**config.mk**
```make
export PLATFORM = sky130hd
export DESIGN_NAME = uart_cmd_parser
export DESIGN_NICKNAME = d
export VERILOG_FILES = /design/src/rtl/uart_cmd_parser_pkg.sv /design/src/rtl/uart_cmd_parser.sv
export SDC_FILE = /design/constraint.sdc
export NUM_CORES = 1
export LEC_CHECK = 0
export BUFFER_PORTS_ARGS = -buffer_cell sky130_fd_sc_hd__buf_2
export CAP_MARGIN = 10
export CORE_UTILIZATION = 58
export CTS_CLUSTER_DIAMETER = 80
export DETAILED_ROUTE_END_ITERATION = 6
export GPL_ROUTABILITY_DRIVEN = 0
export PLACE_DENSITY = 0.79
export SETUP_SLACK_MARGIN = 0.02
export SLEW_MARGIN = 15
export SYNTH_ARGS = -nofsm -noshare
export SYNTH_HDL_FRONTEND = slang
export SYNTH_SLANG_ARGS = --single-unit
export TNS_END_PERCENT = 1
```
**constraint.sdc**
```tcl
create_clock -name clkOut -period 3.1 [get_ports clkOut]
set_input_delay 0.62 -clock clkOut [delete_from_list [all_inputs] [get_ports clkOut]]
set_output_delay 0.62 -clock clkOut [all_outputs]
set_load 0.02 [all_outputs]
```
**src/rtl/uart_cmd_parser_pkg.sv**
```systemverilog
// rtl/uart_cmd_parser_pkg.sv - shared frame codes, state encoding and defaults for uart_cmd_parser
package uart_cmd_parser_pkg;

   localparam logic [7:0] SOF_BYTE      = 8'hA5;
   localparam logic [7:0] CMD_SET_WIDTH = 8'h01;
   localparam logic [7:0] CMD_SET_LED   = 8'h02;
   localparam logic [7:0] CMD_RESYNC    = 8'h03;
   localparam logic [7:0] ACK_BYTE      = 8'h06;
   localparam logic [7:0] NAK_BYTE      = 8'h15;
   localparam logic [2:0] DEFAULT_WIDTH = 3'd1;

   typedef enum logic [2:0] {
      ST_IDLE,
      ST_CMD,
      ST_LEN,
      ST_PAYLOAD,
      ST_CHK
   } state_t;

   // traceIF only supports 1, 2 or 4 lanes
   function automatic logic legal_width(input logic [7:0] w);
      return (w == 8'd1) || (w == 8'd2) || (w == 8'd4);
   endfunction

endpackage

```
**src/rtl/uart_cmd_parser.sv**
```systemverilog
// rtl/uart_cmd_parser.sv - SOF/CMD/LEN/payload/CHK frame parser driving trace width, LEDs and resync
module uart_cmd_parser
   import uart_cmd_parser_pkg::*;
#(
   parameter int unsigned TIMEOUT_CYCLES = 48000,
   parameter int unsigned MAX_LEN        = 4
) (
   input  logic       clkOut,
   input  logic       rst,
   input  logic [7:0] rx_byte,
   input  logic       received,
   input  logic       recv_error,
   output logic [2:0] width,
   output logic [3:0] led_mask,
   output logic       sync_reset,
   output logic       ack_valid,
   output logic [7:0] ack_byte,
   input  logic       ack_ready,
   output logic [7:0] err_count
);

   localparam int LEN_W = $clog2(MAX_LEN + 1);
   localparam int TMR_W = $clog2(TIMEOUT_CYCLES + 1);

   state_t           state_q, state_d;
   logic [7:0]       cmd_q, cmd_d;
   logic [LEN_W-1:0] len_q, len_d;
   logic [LEN_W-1:0] idx_q, idx_d;
   logic [7:0]       xor_q, xor_d;
   logic [7:0]       payload_q [MAX_LEN];
   logic [7:0]       payload_d [MAX_LEN];
   logic [TMR_W-1:0] timer_q, timer_d;
   logic [2:0]       width_q, width_d;
   logic [3:0]       led_q, led_d;
   logic             sync_q, sync_d;
   logic             ack_valid_q, ack_valid_d;
   logic [7:0]       ack_byte_q, ack_byte_d;
   logic [7:0]       err_q, err_d;

   logic             ack_new;
   logic [7:0]       ack_code;
   logic             err_inc;

   always_ff @(posedge clkOut) begin
      if (rst) begin
         state_q     <= ST_IDLE;
         cmd_q       <= '0;
         len_q       <= '0;
         idx_q       <= '0;
         xor_q       <= '0;
         timer_q     <= '0;
         width_q     <= DEFAULT_WIDTH;
         led_q       <= '0;
         sync_q      <= 1'b0;
         ack_valid_q <= 1'b0;
         ack_byte_q  <= '0;
         err_q       <= '0;
         for (int i = 0; i < int'(MAX_LEN); i++) payload_q[i] <= '0;
      end else begin
         state_q     <= state_d;
         cmd_q       <= cmd_d;
         len_q       <= len_d;
         idx_q       <= idx_d;
         xor_q       <= xor_d;
         timer_q     <= timer_d;
         width_q     <= width_d;
         led_q       <= led_d;
         sync_q      <= sync_d;
         ack_valid_q <= ack_valid_d;
         ack_byte_q  <= ack_byte_d;
         err_q       <= err_d;
         payload_q   <= payload_d;
      end
   end

   always_comb begin
      state_d   = state_q;
      cmd_d     = cmd_q;
      len_d     = len_q;
      idx_d     = idx_q;
      xor_d     = xor_q;
      payload_d = payload_q;
      timer_d   = timer_q;
      width_d   = width_q;
      led_d     = led_q;
      sync_d    = 1'b0;
      ack_new   = 1'b0;
      ack_code  = ACK_BYTE;
      err_inc   = 1'b0;

      // A framing error outranks a byte strobe arriving in the same cycle
      if (recv_error) begin
         timer_d = '0;
         if (state_q != ST_IDLE) begin
            state_d = ST_IDLE;
            err_inc = 1'b1;
         end
      end else if (received) begin
         timer_d = '0;
         case (state_q)
            ST_IDLE: begin
               if (rx_byte == SOF_BYTE) state_d = ST_CMD;
            end
            ST_CMD: begin
               cmd_d   = rx_byte;
               xor_d   = rx_byte;
               state_d = ST_LEN;
            end
            ST_LEN: begin
               if (rx_byte > 8'(MAX_LEN)) begin
                  state_d  = ST_IDLE;
                  ack_new  = 1'b1;
                  ack_code = NAK_BYTE;
                  err_inc  = 1'b1;
               end else begin
                  len_d   = rx_byte[LEN_W-1:0];
                  xor_d   = xor_q ^ rx_byte;
                  idx_d   = '0;
                  state_d = (rx_byte == 8'd0) ? ST_CHK : ST_PAYLOAD;
               end
            end
            ST_PAYLOAD: begin
               for (int i = 0; i < int'(MAX_LEN); i++)
                  if (idx_q == LEN_W'(i)) payload_d[i] = rx_byte;
               xor_d = xor_q ^ rx_byte;
               if (idx_q == len_q - LEN_W'(1)) state_d = ST_CHK;
               else                            idx_d   = idx_q + LEN_W'(1);
            end
            ST_CHK: begin
               state_d  = ST_IDLE;
               ack_new  = 1'b1;
               ack_code = NAK_BYTE;
               if (rx_byte == xor_q) begin
                  case (cmd_q)
                     CMD_SET_WIDTH:
                        if (len_q == LEN_W'(1) && legal_width(payload_q[0])) begin
                           width_d  = payload_q[0][2:0];
                           ack_code = ACK_BYTE;
                        end
                     CMD_SET_LED:
                        if (len_q == LEN_W'(1)) begin
                           led_d    = payload_q[0][3:0];
                           ack_code = ACK_BYTE;
                        end
                     CMD_RESYNC:
                        if (len_q == '0) begin
                           sync_d   = 1'b1;
                           ack_code = ACK_BYTE;
                        end
                     default: ack_code = NAK_BYTE;
                  endcase
               end
               err_inc = (ack_code == NAK_BYTE);
            end
            default: state_d = ST_IDLE;
         endcase
      end else if (state_q != ST_IDLE) begin
         if (timer_q == TMR_W'(TIMEOUT_CYCLES - 1)) begin
            state_d = ST_IDLE;
            timer_d = '0;
            err_inc = 1'b1;
         end else begin
            timer_d = timer_q + TMR_W'(1);
         end
      end else begin
         timer_d = '0;
      end

      // A fresh response always wins, even over a handshake in the same cycle
      ack_valid_d = ack_new | (ack_valid_q & ~ack_ready);
      ack_byte_d  = ack_new ? ack_code : ack_byte_q;
      err_d       = (err_inc && err_q != 8'hFF) ? err_q + 8'd1 : err_q;
   end

   assign width      = width_q;
   assign led_mask   = led_q;
   assign sync_reset = sync_q;
   assign ack_valid  = ack_valid_q;
   assign ack_byte   = ack_byte_q;
   assign err_count  = err_q;

endmodule

```
Yosys cells after proc, flatten, opt, wreduce, memory -nomap -nowiden
Index checks and enable logic that the tools add are counted.

Word-level logic and storage cells: 112. Output and inout port bits: 25. Memory bits (read-only): 0. Memories: 0. Bits in registers: 74. Bits in writable memories: 0. Bits of input ports: 13. Latch bits: 0.

Add/sub/neg operators: 4. $lt $le $gt $ge: 1. Reductions and logical operators: 23. Bitwise logic cells: 11. Shifts and indexed selects: 0. Div/mod/pow operators: 0. Multiply operators: 0. Eq/ne operators: 22. Multiplexer cells: 38.

Operators by type and width (count): two-way mux 8 bit (7); one-hot mux 8 bit (3 select lines) (2); two-way mux 3 bit (11); equality test 8 x 2 -> 1 bit (second input constant) (3); two-way mux 5 bit (4); adder 16 x 1 -> 16 bit (second input constant) (1); equality test 16 bit (second input constant) (1); equality test 8 x 1 -> 1 bit (second input constant) (2); one-hot mux 8 bit (2 select lines) (1); one-hot mux 3 bit (4 select lines) (1); AND reduction 4 bit (3); AND reduction 6 bit (2); AND reduction 5 bit (2); zero test 3 bit (3); two-way mux 1 bit (9); nonzero test 3 bit (3); adder 8 x 1 -> 8 bit (second input constant) (1); equality test 8 x 3 -> 1 bit (second input constant) (1); equality test 8 x 5 -> 1 bit (second input constant) (1); equality test 8 bit (1); equality test 8 bit (second input constant) (1); greater-than comparator 8 x 3 -> 1 bit (second input constant) (1); zero test 8 bit (1); inequality test 4 bit (second input constant) (2); 21 further kinds (35).

Logic depth before layout (Yosys ltp)
Depth after elaboration: 15. Depth in mapped cells: 9. Depth with buffers taken out: 8.

Least setup slack after synthesis
OpenSTA, ideal clock, no wires.

Path kind: input port to flip-flop. Start point: in rx_byte[2]. End point: reg err_q[2], in the netlist err_count[2]. Library setup time: 0.121 ns. Stages on the path: 7. Setup slack: 0.343 ns. Required time: 2.979 ns. Buffers on the path: 1. Arrival: 2.636 ns. Path through: clkbuf_1 -> o21ai_0 -> a311oi_1 -> a221oi_1 -> or3_1 -> o41ai_1 -> mux2_2.

Cells in the longest elaborated chain, start to end: 10. Elaborated cells on any way between the ends: 12. Those cells by class: order compare: 1; eq/ne: 2; mux: 8; reduce/logical: 1.

Ends and longest elaborated chain: from (decl) (RTL line uart_cmd_parser.sv:10) `input logic [7:0] rx_byte,`; equality test 8 bit (RTL line uart_cmd_parser.sv:133) `if (rx_byte == xor_q) begin`; two-way mux 8 bit (RTL line uart_cmd_parser.sv:133); two-way mux 8 bit (RTL line uart_cmd_parser.sv:100) `case (state_q)`; two-way mux 8 bit (RTL line uart_cmd_parser.sv:98) `end else if (received) begin`; two-way mux 8 bit (RTL line uart_cmd_parser.sv:92) `if (recv_error) begin`; equality test 8 x 5 -> 1 bit (RTL line uart_cmd_parser.sv:153) `err_inc = (ack_code == NAK_BYTE);`; one-hot mux 1 bit (2 select lines) (*) (RTL line uart_cmd_parser.sv:100); two-way mux 1 bit (*) (RTL line uart_cmd_parser.sv:98); two-way mux 1 bit (*) (RTL line uart_cmd_parser.sv:92); logical AND 1 bit (*) (RTL line uart_cmd_parser.sv:172) `err_d = (err_inc && err_q != 8'hFF) ? err_q + 8'd1 : err_q;`; to (signal assigned) (RTL line uart_cmd_parser.sv:71) `err_q <= err_d;`; to (decl) (RTL line uart_cmd_parser.sv:38) `logic [7:0] err_q, err_d;`.

Mark *: on every way between the ends. The rest lies on a longest branch, timed or not. The select of a mux whose other input is x is not followed. A chain may end at the register's enable or synchronous reset.

Worst setup path after layout
Start point: reg cmd_q[7]. End point: reg err_q[4], in the netlist err_count[4].

Cells in the longest elaborated chain, start to end: 11. Elaborated cells on any way between the ends: 13. Those cells by class: eq/ne: 4; mux: 8; reduce/logical: 1.

Ends and longest elaborated chain: from (decl) (RTL line uart_cmd_parser.sv:26) `logic [7:0] cmd_q, cmd_d;`; from (signal assigned) (RTL line uart_cmd_parser.sv:61) `cmd_q <= cmd_d;`; equality test 8 x 2 -> 1 bit / equality test 8 x 1 -> 1 bit (equally long branches) (RTL line uart_cmd_parser.sv:134) `case (cmd_q)`; one-hot mux 8 bit (3 select lines) (*) (RTL line uart_cmd_parser.sv:134); two-way mux 8 bit (*) (RTL line uart_cmd_parser.sv:133); two-way mux 8 bit (*) (RTL line uart_cmd_parser.sv:100); two-way mux 8 bit (*) (RTL line uart_cmd_parser.sv:98); two-way mux 8 bit (*) (RTL line uart_cmd_parser.sv:92); equality test 8 x 5 -> 1 bit (*) (RTL line uart_cmd_parser.sv:153); one-hot mux 1 bit (2 select lines) (*) (RTL line uart_cmd_parser.sv:100); two-way mux 1 bit (*) (RTL line uart_cmd_parser.sv:98); two-way mux 1 bit (*) (RTL line uart_cmd_parser.sv:92); logical AND 1 bit (*) (RTL line uart_cmd_parser.sv:172).

Marks and branches as above.

==> reports/metrics.cfg <==
[logic_synthesis]
synth-seq-cells = 69
async_reset_ff_share_pct = 0
synth_edf_count = 0
yosys_warnings = 0
ys_top_cells_by_area = dfxtp_1 (39%), nor2_1 (8.2%), mux2i_1 (7.4%)
synthCells = 423
yosys.area.top_type = dfxtp_1
synth_top_area_share_pct = 39.34
yosys.cell_types.count = 44
avgSynthCellArea_um2 = 8.300
ys_seq_area_share_pct = 39.34
ys.flop_type = dfxtp_1
synth.cell_area_mm2 = 0.003511

[power]
internal-power_mw = 1.310
p_sw_share_pct = 22.43
clkPwrFrac_pct = 44.1
p_sw_uw = 378.7
power_frac_seq_pct = 52.5
p_leak_nw = 1.569
p_per_area_mw_per_mm2 = 431.9
pwr-share-comb_pct = 3.4
ir_worst_vdd_v = 0.0003123

[grt]
grt_pass1_vias = 2680
grt.overflow.total = 0
grtUsageTotal_pct = 24.78
grt_max_degree = 62
antenna_found_initial = 0
grt_pass1_wl_mm = 12.09

[route]
wl_mm = 7.531
drt_iter0_markers = 171
vias = 3069
drc = 0
wl_per_cell_um = 14.26
dr.pass1.iters = 6
drt-vias-per-instance = 5.813
ant_nets = 0

[setup_path]
rr_endpoint = err_count[4]$_SDFFE_PP0P_
path_class = flop to flop
critPathBufInv = 0
startpoint_type = flop
path_cells = or4_4 -> or3_4 -> o32a_1 -> or4_4 -> a21oi_1 -> mux2_1
critPathSlowestCell = or4_4
crit_top_cell = or4_4
cp-end-kind = flop
path_delay_family = simple AND/OR/NAND/NOR gates
worst_ep_arrival_time_ns = 3.00
cp_max_fo = 7
cp_slowest_stage_delay_ns = 0.55
r2r_start = cmd_q[7]$_SDFFE_PP0P_
critical_path_required_ns = 3.34
r2r_slack_ns = 0.34
r2r_cells = 6

[timing]
slew_headroom_pct = 46.80
finalCritPeriodShare_pct = 88.99
tightest_slew_ns = 0.7951
setup_viol = 0
tns_ns = 0
hold_viol = 0
whs_ns = 0.4574
finClkSkew_ns = 0.01194
drv_slew = 0
rsz0062_at_grt = no
fmax_ghz = 0.3625
fin_crit_ns = 2.759

[clocking]
cts_resized = 0
clkLatencyLatePin_ns = 0.35
htreeDepth = 3
cts_root_buf = clkbuf_8
cts_tree = yes
cts_made_buffers = 9
clk_pin_slew_ns = 0.08
cts_hold_buffers = 0
cts_max_path_buffers = 2
postCtsSetupRepairBufs = 0
clock-sinks = 69

[die]
floorplan.die.width_um = 79.80
core_area_mm2 = 0.005675
dieArea_mm2 = 0.006368
ioPinCount = 38
die_h_um = 79.80
initial_core_util_pct = 61.86
num_rows = 27

[place]
dp_hpwl_mm = 5.162
portBuffers = 33

[cells_and_area]
diodes = 0
fin_nets = 472
drive_above_1_share_pct = 13.82
syn2layout_area_growth_pct = 11.33
final_util_pct = 68.87

[min_path]
whs_endpoint = ack_byte[1]$_SDFFE_PP0P_
min_path_type = flop to flop
whs_path_depth = 2
min_from = ack_byte[1]$_SDFFE_PP0P_

[run]
maxCapViolations = 0

[outcome]
status = finished clean

## power by group through the flow
stage / Combinational [mW] / Clock [mW] / Sequential [mW]
after floorplan: 0.0373 / 0 / 0.906
after global placement: 0.0552 / 0 / 0.906
after detailed placement: 0.0564 / 0 / 0.906
after CTS: 0.0565 / 0.757 / 0.886
after global routing: 0.0617 / 0.798 / 0.885
final: 0.0573 / 0.745 / 0.886
## worst reg2reg max path: cells and delay by family (launching register included)
kind | cells | cell delay [ns]
AOI/OAI and AO/OA | 2 | 0.56
DFF | 1 | 0.31
muxes | 1 | 0.35
and+or+nand+nor | 3 | 1.43
## through the flow
stage                     std cells  area (µm²)  setup WS (ns)  total power, mW
after floorplan                 426        3522         0.3433           0.9436
after global placement          513        3710         0.3881           0.9615
after detailed placement        513        3710         0.3455           0.9628
after CTS                       528        3909         0.3299            1.700
after global routing            528        3909         0.2858            1.745
final                           528        3909         0.3413            1.688
## area by class of cell
class,instances,area [µm²]
Tap cell,72,90.09
Sequential cell,69,1381
Inverter,10,37.54
Timing Repair Buffer,40,217.7
Clock inverter,4,47.55
Clock buffer,11,151.4
Multi-Input combinational cell,322,1983
Fill cell,461,1767
## synthesized netlist by cell type (2+ instances only)
master,instances
dfxtp_1,69
nand2b_1,10
nor4_1,5
nor2b_1,10
mux2_2,4
a21oi_1,16
mux2_1,3
o21ai_0,24
nand2_1,21
or3_1,5
clkbuf_1,19
ha_1,7
nor2_1,77
and3_1,6
xor2_1,13
or4_4,2
inv_1,10
xnor2_1,11
nand4_1,7
a22oi_1,9
nor3_1,18
buf_4,5
nand3_1,20
o41ai_1,2
nand4b_1,2
and2_1,4
mux2i_1,26
nor3b_1,2
## per-layer routing
metal	routed length [µm]	track usage, %	up-vias
met4	133	10.89	0
met1	3460	31.72	1427
met3	448	5.714	14
li1	-	-	1518
met2	3489	39.66	110
met5	0	0	-
## kinds of logic (layout without fill, tap and decap cells)
family          Yosys count  in the layout  share of synthesized area [%]
xor+xnor                 25             25                          6.629
compound gates           60             60                          10.26
mux                      33             33                          9.658
simple gates            193            193                          27.01
fa+ha+maj                 7              7                          2.495
other cells               1              4                         0.1068
buf+inv                  35             65                          4.491
flops                    69             69                          39.34
## worst max-delay path by stage
stage                                startpoint                        end  slack, ns  cells past startpoint
after floorplan                      rx_byte[2]  err_count[2]$_SDFFE_PP0P_       0.34                      7
after global placement    cmd_q[7]$_SDFFE_PP0P_  err_count[0]$_SDFFE_PP0P_       0.39                      6
after detailed placement  cmd_q[7]$_SDFFE_PP0P_  err_count[4]$_SDFFE_PP0P_       0.35                      6
after CTS                 cmd_q[7]$_SDFFE_PP0P_  err_count[4]$_SDFFE_PP0P_       0.33                      6
after global routing      cmd_q[4]$_SDFFE_PP0P_  err_count[4]$_SDFFE_PP0P_       0.29                      6
final                     cmd_q[7]$_SDFFE_PP0P_  err_count[4]$_SDFFE_PP0P_       0.34                      6
## sequential cells by signal (all words and copies together), names as in the netlist
register / cells
state_q: 3
idx_q: 3
len_q: 3
cmd_q: 8
ack_valid: 1
sync_reset: 1
xor_q: 8
led_mask: 4
ack_byte: 3
width: 3
err_count: 8
timer_q: 16
payload_q: 8
## placed cells by master, fill, tap and decap left out, types with 4 or more instances in the layout
cell       n
mux2i_1   26
nand3_1   20
nand2b_1  10
o21ai_0   24
and3_1     6
nor4_1     5
a22oi_1    9
ha_1       7
clkbuf_8  11
and2_1     4
conb_1     4
xor2_1    13
nand4_1    7
xnor2_1   11
a21oi_1   16
nand2_1   21
or3_1      5
buf_2     33
dfxtp_1   69
nor2_1    77
inv_1     10
nor2b_1   10
buf_4      7
mux2_2     4
nor3_1    18
Note: power is estimated with default switching activity, not from simulation.
